File: src/rtl/lcd_nibble_writer.sv
// lcd_nibble_writer: 4-bit character-LCD bus driver.
// Takes one byte plus register-select per wr_enable pulse, sends it as two
// nibbles (high first) with setup / E-high / hold / inter-nibble timing, waits
// out the controller execution time, then pulses wr_finish for one cycle.
// Optional feature macro: LCD_LONG_EXEC_EN -- when defined, clear display
// (0x01) and return home (0x02/0x03) commands get the T_EXEC_LONG wait.
// All outputs are registered; reset is asynchronous and active-high.
module lcd_nibble_writer #(
  parameter int unsigned T_SETUP     = 2,
  parameter int unsigned T_E_HIGH    = 12,
  parameter int unsigned T_HOLD      = 1,
  parameter int unsigned T_GAP       = 50,
  parameter int unsigned T_EXEC      = 2000,
  parameter int unsigned T_EXEC_LONG = 82000,
  parameter int unsigned CNT_W       = 17
) (
  input  logic       clk,
  input  logic       rst,
  input  logic       wr_enable,
  input  logic       rs_in,
  input  logic [7:0] data_in,
  output logic       lcd_e,
  output logic       lcd_rs,
  output logic       lcd_rw,
  output logic [3:0] lcd_d,
  output logic       wr_finish,
  output logic       busy
);

  typedef enum logic [3:0] {
    IDLE,
    HI_SETUP,
    HI_PULSE,
    HI_HOLD,
    GAP,
    LO_SETUP,
    LO_PULSE,
    LO_HOLD,
    EXEC,
    DONE
  } state_t;

  // Counter reload values: a state lasting T cycles loads T-1 and leaves at 0.
  localparam logic [CNT_W-1:0] SETUP_LD = CNT_W'(T_SETUP - 1);
  localparam logic [CNT_W-1:0] E_LD     = CNT_W'(T_E_HIGH - 1);
  localparam logic [CNT_W-1:0] HOLD_LD  = CNT_W'(T_HOLD - 1);
  localparam logic [CNT_W-1:0] GAP_LD   = CNT_W'(T_GAP - 1);
  localparam logic [CNT_W-1:0] EXEC_LD  = CNT_W'(T_EXEC - 1);

  // Reject timing parameters that are zero or do not fit the counter.
  generate
    if ((T_SETUP < 1) || (T_E_HIGH < 1) || (T_HOLD < 1) || (T_GAP < 1) ||
        (T_EXEC < 1) || (T_EXEC_LONG < 1) ||
        (64'(T_SETUP) >= (64'd1 << CNT_W)) || (64'(T_E_HIGH) >= (64'd1 << CNT_W)) ||
        (64'(T_HOLD) >= (64'd1 << CNT_W)) || (64'(T_GAP) >= (64'd1 << CNT_W)) ||
        (64'(T_EXEC) >= (64'd1 << CNT_W)) || (64'(T_EXEC_LONG) >= (64'd1 << CNT_W)))
    begin : g_param_check
      $error("lcd_nibble_writer: timing parameter out of range");
    end
  endgenerate

  state_t           state_reg, state_next;
  logic [CNT_W-1:0] cnt_reg, cnt_next;
  logic [CNT_W-1:0] cnt_dec;
  logic [CNT_W-1:0] exec_ld;
  logic [7:0]       data_reg, data_next;
  logic             rs_reg, rs_next;

  logic             lcd_e_reg, lcd_e_next;
  logic             lcd_rs_reg, lcd_rs_next;
  logic [3:0]       lcd_d_reg, lcd_d_next;
  logic             wr_finish_reg, wr_finish_next;
  logic             busy_reg, busy_next;

  assign cnt_dec = cnt_reg - CNT_W'(1);

`ifdef LCD_LONG_EXEC_EN
  localparam logic [CNT_W-1:0] EXEC_LONG_LD = CNT_W'(T_EXEC_LONG - 1);

  // Clear display and return home commands need the long execution wait.
  always_comb begin
    exec_ld = EXEC_LD;
    if (!rs_reg && ((data_reg == 8'h01) || (data_reg == 8'h02) || (data_reg == 8'h03))) begin
      exec_ld = EXEC_LONG_LD;
    end
  end
`else
  assign exec_ld = EXEC_LD;
`endif

  // Next-state, counter and latched-byte logic.
  always_comb begin
    state_next = state_reg;
    cnt_next   = cnt_reg;
    data_next  = data_reg;
    rs_next    = rs_reg;
    case (state_reg)
      IDLE: begin
        if (wr_enable) begin
          state_next = HI_SETUP;
          cnt_next   = SETUP_LD;
          data_next  = data_in;
          rs_next    = rs_in;
        end
      end
      HI_SETUP: begin
        if (cnt_reg == '0) begin
          state_next = HI_PULSE;
          cnt_next   = E_LD;
        end else begin
          cnt_next = cnt_dec;
        end
      end
      HI_PULSE: begin
        if (cnt_reg == '0) begin
          state_next = HI_HOLD;
          cnt_next   = HOLD_LD;
        end else begin
          cnt_next = cnt_dec;
        end
      end
      HI_HOLD: begin
        if (cnt_reg == '0) begin
          state_next = GAP;
          cnt_next   = GAP_LD;
        end else begin
          cnt_next = cnt_dec;
        end
      end
      GAP: begin
        if (cnt_reg == '0) begin
          state_next = LO_SETUP;
          cnt_next   = SETUP_LD;
        end else begin
          cnt_next = cnt_dec;
        end
      end
      LO_SETUP: begin
        if (cnt_reg == '0) begin
          state_next = LO_PULSE;
          cnt_next   = E_LD;
        end else begin
          cnt_next = cnt_dec;
        end
      end
      LO_PULSE: begin
        if (cnt_reg == '0) begin
          state_next = LO_HOLD;
          cnt_next   = HOLD_LD;
        end else begin
          cnt_next = cnt_dec;
        end
      end
      LO_HOLD: begin
        if (cnt_reg == '0) begin
          state_next = EXEC;
          cnt_next   = exec_ld;
        end else begin
          cnt_next = cnt_dec;
        end
      end
      EXEC: begin
        if (cnt_reg == '0) begin
          state_next = DONE;
        end else begin
          cnt_next = cnt_dec;
        end
      end
      DONE: begin
        state_next = IDLE;
      end
      default: begin
        state_next = IDLE;
        cnt_next   = '0;
      end
    endcase
  end

  // Output values for the coming cycle, derived from the next state so the
  // registered pins line up exactly with the state they belong to.
  always_comb begin
    lcd_e_next     = 1'b0;
    lcd_rs_next    = 1'b0;
    lcd_d_next     = 4'h0;
    wr_finish_next = 1'b0;
    busy_next      = (state_next != IDLE);
    case (state_next)
      HI_SETUP, HI_HOLD, GAP: begin
        lcd_d_next  = data_next[7:4];
        lcd_rs_next = rs_next;
      end
      HI_PULSE: begin
        lcd_d_next  = data_next[7:4];
        lcd_rs_next = rs_next;
        lcd_e_next  = 1'b1;
      end
      LO_SETUP, LO_HOLD, EXEC: begin
        lcd_d_next  = data_next[3:0];
        lcd_rs_next = rs_next;
      end
      LO_PULSE: begin
        lcd_d_next  = data_next[3:0];
        lcd_rs_next = rs_next;
        lcd_e_next  = 1'b1;
      end
      DONE: begin
        lcd_d_next     = data_next[3:0];
        lcd_rs_next    = rs_next;
        wr_finish_next = 1'b1;
      end
      default: begin
        lcd_d_next = 4'h0;
      end
    endcase
  end

  // State, counter, latched byte and output registers; reset clears all at once.
  always_ff @(posedge clk or posedge rst) begin
    if (rst) begin
      state_reg     <= IDLE;
      cnt_reg       <= '0;
      data_reg      <= 8'h00;
      rs_reg        <= 1'b0;
      lcd_e_reg     <= 1'b0;
      lcd_rs_reg    <= 1'b0;
      lcd_d_reg     <= 4'h0;
      wr_finish_reg <= 1'b0;
      busy_reg      <= 1'b0;
    end else begin
      state_reg     <= state_next;
      cnt_reg       <= cnt_next;
      data_reg      <= data_next;
      rs_reg        <= rs_next;
      lcd_e_reg     <= lcd_e_next;
      lcd_rs_reg    <= lcd_rs_next;
      lcd_d_reg     <= lcd_d_next;
      wr_finish_reg <= wr_finish_next;
      busy_reg      <= busy_next;
    end
  end

  assign lcd_e     = lcd_e_reg;
  assign lcd_rs    = lcd_rs_reg;
  assign lcd_rw    = 1'b0;
  assign lcd_d     = lcd_d_reg;
  assign wr_finish = wr_finish_reg;
  assign busy      = busy_reg;

endmodule
File: config.mk
export PLATFORM = sky130hd
export DESIGN_NAME = lcd_nibble_writer
export DESIGN_NICKNAME = d
export VERILOG_FILES = /design/src/rtl/lcd_nibble_writer.sv
export SDC_FILE = /design/constraint.sdc
export NUM_CORES = 1
export LEC_CHECK = 0
export ABC_AREA = 1
export BUFFER_PORTS_ARGS = -buffer_cell sky130_fd_sc_hd__buf_2
export CAP_MARGIN = 20
export CORE_MARGIN = 2
export CORE_UTILIZATION = 25
export CTS_CLUSTER_SIZE = 28
export DETAILED_ROUTE_END_ITERATION = 10
export GPL_ROUTABILITY_DRIVEN = 0
export PLACE_DENSITY = 0.54
export SLEW_MARGIN = 20
export SYNTH_ARGS = -nofsm -noshare
export SYNTH_HDL_FRONTEND = slang
export SYNTH_SLANG_ARGS = --single-unit
File: constraint.sdc
create_clock -name clk -period 1.7 [get_ports clk]
set_input_delay 0.51 -clock clk [delete_from_list [all_inputs] [get_ports clk]]
set_output_delay 0.51 -clock clk [all_outputs]
set_load 0.1 [all_outputs]
* Word level (Yosys, flattened, before mapping)
Cells that the tools add are included.
** Word-level totals
- Flip-flop bits (word level) :: 38
- Output and inout bits :: 9
** Operators by class
- Add/subtract/negate cells :: 1
- Equal/unequal tests :: 20
- Mux-type cells :: 26
- Bitwise logic cells :: 1
- Reduce and logical (&&, ||, !) cells :: 10
** Operators with widths (number)
- 17-bit one-hot mux with 8 select lines :: 1
- 17-bit two-way mux :: 7
- 4-bit two-way mux :: 9
- 4-bit one-hot mux with 9 select lines :: 1
- 4-bit by 3-bit equality test with 1-bit output, second input constant :: 8
- 17-bit logical NOT :: 1
- 17-bit by 1-bit subtractor with 17-bit output, second input constant :: 1
- 4-bit by 2-bit equality test with 1-bit output, second input constant :: 4
- 4-bit equality test, second input constant :: 4
- 8-bit two-way mux :: 2
- 9-bit OR reduction :: 1
- 4-bit by 1-bit equality test with 1-bit output, second input constant :: 2
- 4-bit one-hot mux with 2 select lines :: 1
- 2-bit OR reduction :: 3
- 1-bit two-way mux :: 5
- 5-bit OR reduction :: 1
- 4-bit logical NOT :: 1
- 2-bit != test, second input constant :: 2
- 4-bit nonzero test :: 1
- 4-bit OR reduction :: 1
- 3-bit AND reduction :: 1
- 1-bit NOT :: 1

* Longest topological paths before layout
Gate-level depths: netlist of run 1.
- Depth after elaboration :: 6
- Gate-level depth with buffers :: 15
- Depth with buffers taken out :: 15

* Worst setup path before layout of run 1
OpenSTA, ideal clock, no wires.
- Path type :: register -> register
- From :: reg cnt_reg[0]
- To :: reg lcd_rs_reg (netlist: lcd_rs)
- Setup time :: 0.111 ns
- Arrival time :: 1.672 ns
- Slack :: -0.083 ns
- Cell stages (with the launch flop) :: 15
- Path buffers :: 0
- Period minus slack after synthesis :: 1.783 ns
- Cells stage by stage :: dfrtp_1 -> inv_1 -> ha_1 -> inv_1 -> nor2_1 -> nand2_2 -> nor2_4 -> nand2_4 -> nand2_2 -> nand2_2 -> nor2_4 -> nand2_2 -> or2_4 -> nand2_2 -> inv_2
** Between the ends
- Longest elaborated chain between the ends :: 6
- Elaborated cells on any way between the ends :: 21
- Classes of those cells :: 9 x eq/ne; 10 x mux; 2 x reduce/logical
** Ends and longest elaborated chain
- from (decl) :: line 63 : logic [CNT_W-1:0] cnt_reg, cnt_next;
- from (signal assigned) :: line 231 : cnt_reg <= cnt_next;
- 17-bit logical NOT *
- 4-bit two-way mux (tied with other cells) :: line 163 : if (cnt_reg == '0) begin
- 4-bit one-hot mux with 9 select lines * :: line 97 : case (state_reg)
- 4-bit equality test (tied with other cells) :: line 187 : case (state_next)
- 9-bit OR reduction (no source line) *
- 1-bit two-way mux * :: line 187
- via lcd_rs_next :: line 70 : logic lcd_rs_reg, lcd_rs_next;
- to (signal assigned) :: line 235 : lcd_rs_reg <= lcd_rs_next;
- to (decl) :: line 70
Mark *: on every way through the listed nets, which the timed path passes. The rest lies on a longest branch.
A chain may end at the register's enable or synchronous reset.

* Worst setup path after layout of run 1
Same ends and word-level chain as after synthesis.

==> flow_summary.ini, run 1 <==
[detailed_routing]
via_count = 1898
ant_nets = 0
firstDrtPassIters = 4
wire_per_inst_um = 11.3
drc = 0
wl_um = 5010
via_per_inst = 4.30
drt_iter0_drc = 49

[floorplan]
rows = 34
core_area_sq_um = 8680
ios = 21
start_util_pct = 25.5
fp.dieH_um = 98.1
die_w_um = 98.1
die_area_sq_um = 9630

[clock_network]
h-tree-depth = 2
clock_latency_ns = 0.30
cts_root_buf = clkbuf_8
clk_pin_slew_ns = 0.08
clock_sinks = 38
cts_buffers = 5
cts_tree = built
clk_path_buf_depth = 2

[timing]
max_freq_mhz = 563
tightestPinTransition_ns = 0.509
final_hold_viol_count = 0
final.min_clock_period_ns = 1.77
fin_worst_skew_ns = 0.0102
worst_slack_ns = -0.0750
final-max-slew-violation-count = 0
timing.final.crit_share_pct = 104
slew_headroom_pct = 66.1
rsz0062_at_grt = true
setup_viol = 5

[global_routing]
grt_pass1_wl_um = 8810
grt_overflow = 0
grt_max_degree = 39
antenna_found_initial = 0
grt_pass1_vias = 1938
grt_use_total_pct = 11.2

[logic_synthesis]
yosysTopAreaCell = dfrtp_1
async_reset_ff_share_pct = 100
synthesis.area_sq_um = 2220
synth_ff_type = dfrtp_1
synth_edf_count = 0
synth.ff_latch_count = 38
synth.net_count = 288
synth_top_area_share_pct = 42.9
ys_warn_count = 0
synth_area_per_cell_sq_um = 8.09
yosysUniqueCellTypes = 30
synthTopCellsByArea = dfrtp_1 43%, nand2_1 11%, o21ai_0 5.0%
syn_inst = 274
synth-seq-area-share_pct = 42.9

[layout]
multi_input_area_sq_um = 1250
area_growth_pct = 32.6
drive_above_1_share_pct = 39.9
n_antenna_cell = 0
fin_nets = 347
regArea_sq_um = 952
layoutNonFillerInstCount = 441
n_fill_cell = 954
largest_reg_flops = 17

[job]
cap_violations = 0

[critical_path]
path_buf_inv = 3
critPathTopFamily = simple AND/OR/NAND/NOR gates
r2r_slack_ns = -0.07
worstReg2RegEnd = lcd_rs
cp_common_cell = nand2_2
cp_cell_sequence = inv_2, ha_4, inv_2, nor2_4, nand2_2, nor2_4, nand2_4, nand2_2, nand2_2, nor2_4, nand2_2, or2_4, nand2_2, inv_2
crit_path_max_incr_delay_ns = 0.40
reg2reg_from = cnt_reg[0]
cp-end-kind = flip-flop
crit_path_top_delay_cell = dfrtp_1
arrival_ns = 1.97
cp_max_fo = 6
criticalPathCategory = flip-flop to flip-flop
rr_worst_depth = 14
startpoint_type = flip-flop
required_ns = 1.89

[place]
place_inst = 432
dp_hpwl_um = 3690
pre_cts_ws_ns = -0.126
io_buffer_count = 19

[run_status]
violations = negative setup slack
status = complete, but fails checks

[power_and_ir_drop]
p_leak_nw = 1.43
power_density_nw_per_um2 = 596
peakVddDrop_uv = 460
total_power_mw = 1.75

[min_path]
hold_class = input port to async pin
Yosys cell counts (2+ instances only):
library cell  number
nand3_1           18
mux2_2             9
nor2_1            22
inv_1             27
nand2_1           67
xor2_1             8
nor2_2             6
nand2_2           12
o21ai_1            2
ha_1               2
nor3_1             3
dfrtp_1           38
inv_2              4
a21oi_1            4
o21ai_0           22
xnor2_1            4
a21boi_0           6
or2_4              2
or2_2              2
nor2_4             6
worst register-to-register path, cell delays in order (launching register included):
cell and delay [ns]:
dfrtp_1 0.40, inv_2 0.08, ha_4 0.13, inv_2 0.04, nor2_4 0.08, nand2_2 0.07
nor2_4 0.11, nand2_4 0.09, nand2_2 0.07, nand2_2 0.06, nor2_4 0.14, nand2_2 0.10
or2_4 0.24, nand2_2 0.06, inv_2 0.03
how the worst max path moves through the flow:
stage | start | end | slack, ns | depth (start not counted)
2_1_floorplan | cnt_reg[0] | lcd_rs | 0.01 | 14
3_3_place_gp | cnt_reg[1] | cnt_reg[0] | -0.10 | 13
3_5_place_dp | cnt_reg[1] | cnt_reg[8] | -0.13 | 11
4_1_cts | cnt_reg[0] | lcd_rs | -0.11 | 14
5_1_grt | cnt_reg[0] | lcd_d[1] | -0.19 | 15
6_report | cnt_reg[0] | lcd_rs | -0.07 | 14
per-layer routing:
metal / routed length (um) / global-route usage [%] / vias to the layer above
met1: 2490 / 14.8 / 881
met4: 44 / 3.27 / 0
li1: - / - / 980
met2: 2250 / 18.2 / 32
met3: 220 / 2.93 / 5
met5: 0 / 0 / -
what timing repair did:
| action | 4_1_cts | 5_1_grt |
|---|---|---|
| setup endpoints to repair | 19 | 26 |
| setup buffers | 2 | 0 |
| gates resized for setup | 13 | 22 |
| hold buffers | 0 | 0 |
| pin swaps | 4 | 3 |
layout make-up:
class / instances / area share, %
timing repair buffer: 55 / 12.6
clock inverter: 1 / 1.02
tap: 108 / 4.60
sequential: 38 / 32.4
multi-input combinational: 202 / 42.6
inverter: 31 / 3.96
clock buffer: 6 / 2.81
cell usage in the layout, fill, tap and decap left out, drive strengths merged, types with 4 or more instances in the layout:
cell / instances
or2: 4
nand2: 81
a21boi: 6
xor2: 8
clkbuf: 6
buf: 55
nor2: 34
o21ai: 25
a21oi: 5
inv: 31
mux2: 9
xnor2: 4
nand3: 18
dfrtp: 38
per-stage QoR:
stage | TNS [ns] | util [%] | hold WS [ns] | cell area [sq um]
after floorplan | 0 | - | 0.469 | 2220
after global placement | -0.954 | 31.0 | 0.479 | 2690
after detailed placement | -1.59 | 31.0 | 0.482 | 2690
after CTS | -0.577 | 33.0 | 0.354 | 2860
after global routing | -2.80 | 33.9 | 0.374 | 2940
final | -0.164 | 33.9 | 0.315 | 2940
kinds of logic after synthesis:
logic type	count (synthesis)	share of synthesized area [%]
other	1	0.169
xor gates and xnor gates	12	4.74
adders and majority gates	2	1.13
and+or+nand+nor	141	31.0
DFF	38	42.9
buffers and inverters	34	5.98
muxes	9	4.57
AOI/OAI and AO/OA	37	9.49
power by group:
group / total [mW] / internal (mW) / leakage (nW) / switching, mW
clock network: 0.804 / 0.470 / 0.0573 / 0.334
logic: 0.0441 / 0.0108 / 0.903 / 0.0332
registers: 0.903 / 0.903 / 0.474 / 0
(Power assumes the default switching activity.)
==> inputs of run 2 (changes only) <==
--- a/config.mk
+++ b/config.mk
@@ -8,6 +8,7 @@
 export ABC_AREA = 1
 export BUFFER_PORTS_ARGS = -buffer_cell sky130_fd_sc_hd__buf_2
 export CAP_MARGIN = 20
+export CORE_ASPECT_RATIO = 2
 export CORE_MARGIN = 2
 export CORE_UTILIZATION = 25
 export CTS_CLUSTER_SIZE = 28
==> run 2 against run 1 <==
- the run still ends with negative setup slack left
- global-route usage is 1.8 points higher
- clock-buffer cell count up 1
- routed wire length increased by 22%
- combinational power barely moved
- flip-flop and latch count stayed put
- core utilization up 3.6 points
- final cell count grew 2.3%
- final area is 10% higher
- non-clock buffer count is 17 higher
- register-to-register slack worse by 0.06 ns
- setup slack worse by 0.059 ns
- largest power group is now the clock network
==> flow_summary.ini, run 2 (same netlist as run 1, synthesis figures left out) <==
[detailed_routing]
drc = 0
via_per_inst = 4.50
firstDrtPassIters = 4
wl_um = 6090
wire_per_inst_um = 13.5
ant_nets = 0
drt_iter0_drc = 37
via_count = 2030

[clock_network]
cts_tree = built
clk_pin_slew_ns = 0.06
h-tree-depth = 2
clock_latency_ns = 0.28
cts_root_buf = clkbuf_16
cts_buffers = 5
clock_sinks = 38
clk_path_buf_depth = 2

[timing]
final_hold_viol_count = 0
rsz0062_at_grt = true
fin_worst_skew_ns = 0.00600
worst_slack_ns = -0.134
slew_headroom_pct = 65.9
whs_ns = 0.343
max_freq_mhz = 545
setup_viol = 18
timing.final.crit_share_pct = 108
final.min_clock_period_ns = 1.83
final-max-slew-violation-count = 0
tightestPinTransition_ns = 0.512

[layout]
drive_above_1_share_pct = 45.0
stdcell_area_sq_um = 3240
final_common_cell = nand2_1
largest_reg_flops = 17
layout_common_cells = 62 x nand2_1, 45 x buf_4, 38 x dfrtp_1
area_growth_pct = 46.2
n_antenna_cell = 0
layoutNonFillerInstCount = 451
fin_nets = 364

[critical_path]
crit_path_max_incr_delay_ns = 0.41
cp_max_fo = 4
crit_path_top_delay_cell = dfrtp_1
cp_common_cell = nand2_2
path_depth = 9
cp-end-kind = flip-flop
reg2reg_from = cnt_reg[4]
cp_cell_sequence = nor2_2, nand2_2, nor2_1, nand4_1, nand3_2, nand2_2, or2_4, nand2_2, inv_2
worstReg2RegEnd = lcd_rs
required_ns = 1.88
r2r_slack_ns = -0.13
path_buf_inv = 1
criticalPathCategory = flip-flop to flip-flop
critPathTopFamily = simple AND/OR/NAND/NOR gates
rr_worst_depth = 9
arrival_ns = 2.02
startpoint_type = flip-flop

[floorplan]
start_util_pct = 25.6
rows = 48
core_area_sq_um = 8650
ios = 21
die_w_um = 70.6
die_area_sq_um = 9680
fp.dieH_um = 137

[global_routing]
grt_pass1_vias = 2167
grt_pass1_wl_um = 9630
grt_overflow = 0
grt_max_degree = 39
antenna_found_initial = 0
grt_use_total_pct = 13.0

[run_status]
violations = negative setup slack
status = complete, but fails checks

[place]
dpl_cell_area_sq_um = 2780
place_inst = 437
io_buffer_count = 19
dp_hpwl_um = 4700

[job]
cap_violations = 0

[min_path]
hold_class = input port to async pin

[power_and_ir_drop]
p_leak_nw = 1.59
peakVddDrop_uv = 852
power_density_nw_per_um2 = 582
==> run 2: cell count changes in the layout (fill, tap and decap cells not counted), sizes merged <==
cell    before  now
buf         55   71
clkbuf       6    8
bufinv       1    0
clkinv       0    1
==> run 2: per-layer routing <==
layer | track usage, % | part of all wire [%] | vias up
li1 | - | - | 1023
met1 | 10.2 | 30 | 944
met2 | 27.4 | 62 | 41
met3 | 1.99 | 2.6 | 22
met4 | 8.91 | 5.4 | 0
met5 | 0 | 0 | -
==> run 2: cell type report <==
type                       count  area [sq um]
fill                         909          5410
multi-input combinational    202          1350
sequential                    38           951
timing repair buffer          72           554
clock buffer                   7           143
tap                          100           125
inverter                      31           116
clock inverter                 1          5.00
==> run 2: metrics by stage <==
| step | util (%) | power, mW | worst slack, ns | setup TNS, ns |
|---|---|---|---|---|
| finish | 37.5 | 1.88 | -0.134 | -0.767 |
| global route | 37.5 | 1.95 | -0.280 | -3.80 |
| CTS | 34.8 | 1.91 | -0.0913 | -0.852 |
| detailed placement | 32.1 | 0.967 | -0.221 | -1.95 |
| global placement | 32.1 | 0.966 | -0.217 | -1.59 |
| floorplan | - | 0.946 | 0.0126 | 0 |
==> run 2: where the power goes <==
part / leakage [nW] / switching [mW] / internal (mW)
Combinational: 1.04 / 0.0332 / 0.0108
Clock: 0.0739 / 0.355 / 0.581
Sequential: 0.474 / 0 / 0.905
Total: 1.59 / 0.388 / 1.50
==> run 2: how the worst max path moves through the flow <==
| stage | from | endpoint | slack (ns) |
|---|---|---|---|
| finish | cnt_reg[4] | lcd_rs | -0.13 |
| CTS | cnt_reg[1] | lcd_rs | -0.09 |
| global route | cnt_reg[4] | lcd_rs | -0.28 |
| floorplan | cnt_reg[0] | lcd_rs | 0.01 |
| detailed placement | cnt_reg[1] | lcd_d[3] | -0.22 |
| global placement | cnt_reg[1] | cnt_reg[3] | -0.22 |
==> run 2: what timing repair did <==
action | in CTS | in global routing
gates resized for setup | 29 | 41
hold buffers | 0 | 0
pin swaps | 7 | 12
setup endpoints to repair | 26 | 27
buffers inserted | 0 | 5
cloned | 0 | 1
==> run 2: worst min-delay path, cell delays in order <==
cell and delay, ns:
buf_2 0.09, inv_1 0.04, buf_4 0.43
